File: src/rtl/simon_pattern_input.sv
// Simon input conditioner: 2-flop syncs, button debounce FSM, one strobe per press (SIMON_INPUT_ONEHOT_CHECK_EN: one-hot legality).
// Latency: strobe DEBOUNCE_CYCLES+2 edges after the first sampled press; btn_level falls DEBOUNCE_CYCLES+2 edges after the first sampled release.
// Backpressure: none; strobes are single-cycle and must be consumed when asserted.
module simon_pattern_input #(
    parameter int WIDTH           = 4,
    parameter int DEBOUNCE_CYCLES = 250000
) (
    input  logic             clk,
    input  logic             rst,
    input  logic [WIDTH-1:0] sw,
    input  logic             btn,
    output logic [WIDTH-1:0] pattern,
    output logic             pattern_valid,
    output logic             pattern_err,
    output logic             btn_level
);

    localparam int CW = $clog2(DEBOUNCE_CYCLES);
    localparam logic [CW-1:0] CNT_LAST = CW'(DEBOUNCE_CYCLES - 1);

    typedef enum logic [1:0] {
        S_IDLE,
        S_PRESS_WAIT,
        S_HELD,
        S_RELEASE_WAIT
    } state_t;

    logic [WIDTH-1:0] r_sw_meta;
    logic [WIDTH-1:0] r_sw_s;
    logic             r_btn_meta;
    logic             r_btn_s;
    state_t           r_state;
    state_t           w_state_nxt;
    logic [CW-1:0]    r_cnt;
    logic [CW-1:0]    w_cnt_nxt;
    logic             w_capture;
    logic             w_legal;

    always_ff @(posedge clk or negedge rst) begin
        if (!rst) begin
            r_sw_meta  <= '0;
            r_sw_s     <= '0;
            r_btn_meta <= 1'b0;
            r_btn_s    <= 1'b0;
        end else begin
            r_sw_meta  <= sw;
            r_sw_s     <= r_sw_meta;
            r_btn_meta <= btn;
            r_btn_s    <= r_btn_meta;
        end
    end

    always_ff @(posedge clk or negedge rst) begin
        if (!rst) begin
            r_state <= S_IDLE;
            r_cnt   <= '0;
        end else begin
            r_state <= w_state_nxt;
            r_cnt   <= w_cnt_nxt;
        end
    end

    // Counter is zero whenever btn_s agrees with the debounced level.
    always_comb begin
        w_state_nxt = r_state;
        w_cnt_nxt   = '0;
        w_capture   = 1'b0;
        case (r_state)
            S_IDLE: begin
                if (r_btn_s) begin
                    w_state_nxt = S_PRESS_WAIT;
                    w_cnt_nxt   = CW'(1);
                end
            end
            S_PRESS_WAIT: begin
                if (!r_btn_s) begin
                    w_state_nxt = S_IDLE;
                end else if (r_cnt == CNT_LAST) begin
                    w_state_nxt = S_HELD;
                    w_capture   = 1'b1;
                end else begin
                    w_cnt_nxt = r_cnt + CW'(1);
                end
            end
            S_HELD: begin
                if (!r_btn_s) begin
                    w_state_nxt = S_RELEASE_WAIT;
                    w_cnt_nxt   = CW'(1);
                end
            end
            S_RELEASE_WAIT: begin
                if (r_btn_s) begin
                    w_state_nxt = S_HELD;
                end else if (r_cnt == CNT_LAST) begin
                    w_state_nxt = S_IDLE;
                end else begin
                    w_cnt_nxt = r_cnt + CW'(1);
                end
            end
            default: begin
                w_state_nxt = S_IDLE;
            end
        endcase
    end

`ifdef SIMON_INPUT_ONEHOT_CHECK_EN
    assign w_legal = (r_sw_s != '0) && ((r_sw_s & (r_sw_s - WIDTH'(1))) == '0);
`else
    assign w_legal = |r_sw_s;
`endif

    // Illegal presses still update pattern so the datapath sees what was entered.
    always_ff @(posedge clk or negedge rst) begin
        if (!rst) begin
            pattern       <= '0;
            pattern_valid <= 1'b0;
            pattern_err   <= 1'b0;
        end else begin
            if (w_capture) begin
                pattern <= r_sw_s;
            end
            pattern_valid <= w_capture & w_legal;
            pattern_err   <= w_capture & ~w_legal;
        end
    end

    assign btn_level = (r_state == S_HELD) || (r_state == S_RELEASE_WAIT);

endmodule

File: config.mk
export PLATFORM = sky130hd
export DESIGN_NAME = simon_pattern_input
export DESIGN_NICKNAME = d
export VERILOG_FILES = /design/src/rtl/simon_pattern_input.sv
export SDC_FILE = /design/constraint.sdc
export NUM_CORES = 1
export LEC_CHECK = 0
export ABC_AREA = 1
export ABC_CLOCK_PERIOD_IN_PS = 2900
export CAP_MARGIN = 10
export CORE_ASPECT_RATIO = 1.2
export CORE_MARGIN = 3
export CORE_UTILIZATION = 50
export DETAILED_ROUTE_END_ITERATION = 8
export HOLD_SLACK_MARGIN = 0.05
export MAX_ROUTING_LAYER = met4
export PLACE_DENSITY = 0.67
export SLEW_MARGIN = 10
export SYNTH_ARGS = -nofsm -noshare
export SYNTH_HDL_FRONTEND = slang
export SYNTH_SLANG_ARGS = --single-unit
File: constraint.sdc
create_clock -name clk -period 2.9 [get_ports clk]
set_clock_uncertainty 0.15 [all_clocks]
set_input_delay 0.58 -clock clk [delete_from_list [all_inputs] [get_ports clk]]
set_output_delay 0.58 -clock clk [all_outputs]
set_load 0.02 [all_outputs]
==> results_dict.tcl <==
set metrics [dict create \
    status "finished, final reports clean" \
    yosys_warnings 0 \
    worst_slew_pin_slew_ps 464 \
    rr_worst_depth 8 \
    cap_violations 0 \
    synth_area_leaders "dfrtp_1, nand2_1, nor2_1, inv_1, nand3_1" \
    areaGrowthSynthToFinish_pct 13.3 \
    postCtsSetupRepairBufs 0 \
    finalCritPeriodShare_pct 72.3 \
    die_h_um 70.8 \
    leakage_nw 0.862 \
    path_cells "clkdlybuf4s50_1" \
    path_depth 1 \
    clk_latency_ps 330 \
    synth.avg_cell_area_um2 8.45 \
    synth_common_cells "nand2_1, dfrtp_1, nor2_1, inv_1, nand3_1" \
    finalPower_mw 0.841 \
    fin_tns_setup_ps 0 \
    remaining_drc_errors 0 \
    path_clk_slew_ps 90 \
    worstPathRequired_ps 2170 \
    clock.fmax_mhz 477 \
    min_period_ps 2100 \
    grt_pass1_wl_mm 5.87 \
    rrSetupSlack_ps 980 \
    wirelength_mm 3.24 \
    dpl.hpwl_mm 2.47 \
    hold_depth 0 \
    start_util_pct 54.8 \
    hold_start "r_sw_meta[0]" \
    rsz0062_at_grt "no" \
    post_cts_resized 0 \
    routed-via-count 1331 \
    grt_max_degree 37 \
    endpoint_kind "output pin" \
    critPathTopFamily "buffers and inverters" \
    root_buffer "clkbuf_4" \
    clk_path_buf_depth 2 \
    synth_flop_cell "dfrtp_1" \
    yosysTopAreaCellShare_pct 51.5 \
    dieArea_um2 4250 \
    holdWs_ps 206 \
    htreeDepth 2 \
    rows 22 \
    reg2reg_to "r_cnt[16]" \
    grt_util_all_layers_pct 18.9 \
    io_buffers 13 \
    cts_hold_buf 0 \
    hold_path_class "reg -> reg" \
    die_w_um 60.0 \
    r2r_start "r_cnt[0]" \
    drv_slew 0 \
    wl_per_cell_um 12.4 \
    ys_ff_latch 36 \
    postSynthCellCount 207 \
    synth.distinct_cells 27 \
    slew_headroom_pct 68.8 \
    hold_viol 0 \
    synth_top_area_cell "dfrtp_1" \
    startpoint_type "flip-flop" \
    via_per_inst 5.08 \
    clock-sinks 36 \
    synth_edf_count 0 \
    fp.coreArea_um2 3190 \
    utilization_pct 62.1 \
    drt-initial-drc-count 50 \
    vdd_drop_max_uv 329 \
    worstSetupPathType "reg -> out" \
    synth_area_um2 1750 \
    yosysMostFrequentCell "nand2_1" \
    final_layout_size_suffix_gt1_share_pct 11.5 \
    path_buf_inv 1 \
    cts_tree "done" \
    place_congestion 0.915 \
    synthArstFlopShare_pct 100 \
    grt_pass1_vias 1335 \
    syn-num-nets 215 \
    grt-ovfl-total 0 \
    drt-pass1-iter-count 4 \
    cp_max_fo 5 \
    finalSetupViolations 0 \
    fin_nets 234 \
    power_density_nw_per_um2 424 \
    slowest_delay_ps 630 \
    ant_nets 0 \
    yosysSeqAreaShare_pct 51.5 \
    ios 14 \
    cp.arrival_ps 1370 \
    diodes 0 \
    min_to "r_sw_s[0]" \
    cp_slowest_cell "clkdlybuf4s50_1" \
    antenna_found_initial 0 \
    cts_buffers 5 \
]
-- logic make-up (layout without fill, tap and decap cells) --
family / count (synthesis) / count (layout) / synth area share, %
simple gates: 123 / 123 / 34.5
flops: 36 / 36 / 51.5
buf+inv: 28 / 47 / 6.44
compound gates: 14 / 14 / 4.29
xor+xnor: 5 / 5 / 2.50
fa+ha+maj: 1 / 1 / 0.715
-- worst register-to-register path, cell delays in order, from the launching register on --
cell and delay (ps):
dfrtp_1 470, ha_1 290, nand3_4 140, nor2_4 160, nand3_2 100, nand2_2 260, inv_1 130, nand2_1 80
nor2_1 40
-- cell type report --
class | instances | area, um^2
flip-flops and latches | 36 | 901
inverters | 26 | 97.6
repair buffers | 14 | 138
clock buffers | 7 | 65.1
fillers | 282 | 1210
well taps | 36 | 45.0
multi-input cells | 143 | 736
-- placed cells by master (no fill, tap or decap), types with 3 or more instances in the layout --
cell type,count
a21oi_1,6
clkbuf_4,5
clkdlybuf4s50_1,13
dfrtp_1,36
inv_1,25
nand2_1,45
nand2_2,4
nand3_1,11
nand3_2,3
nand3b_1,3
nor2_1,35
nor2_2,3
nor2_4,4
nor3_1,9
o21ai_1,4
xor2_1,4
-- flip-flops by register name (all words and copies together), names as in the netlist, named ones only --
register,flops
r_cnt,18
pattern,4
r_sw_meta,4
r_sw_s,4
pattern_err,1
pattern_valid,1
r_btn_meta,1
r_btn_s,1
r_state,1
-- power breakdown --
group	switching, mW	leakage, nW	internal (mW)	total (mW)
registers	0.00763	0.475	0.511	0.519
logic	0.0218	0.350	0.0132	0.0350
clock network	0.149	0.0374	0.137	0.287
-- how the worst max path moves through the flow --
| stage | start | to | slack, ps |
|---|---|---|---|
| detailed placement | r_cnt[0] | r_cnt[16] | 1010 |
| floorplan | r_cnt[0] | r_cnt[12] | 1330 |
| CTS | flip-flop | btn_level | 780 |
| finish | flip-flop | btn_level | 800 |
| global placement | r_cnt[0] | r_cnt[16] | 1090 |
| global route | flip-flop | btn_level | 740 |
-- per-layer routing --
layer / global-route usage [%] / routed length (um) / vias to the layer above
met4: 9.85 / 105 / 0
met2: 29.0 / 1600 / 22
met5: - / 0 / -
met1: 21.8 / 1420 / 609
met3: 6.02 / 118 / 10
li1: - / - / 690
-- through the flow --
stage | cells | instance area [um^2] | worst slack [ps]
floorplan | 207 | 1750 | 1330
global placement | 255 | 1920 | 1090
detailed placement | 255 | 1920 | 1010
CTS | 262 | 1980 | 778
global route | 262 | 1980 | 741
finish | 262 | 1980 | 803
No activity file was read; power rests on OpenSTA's default activity.
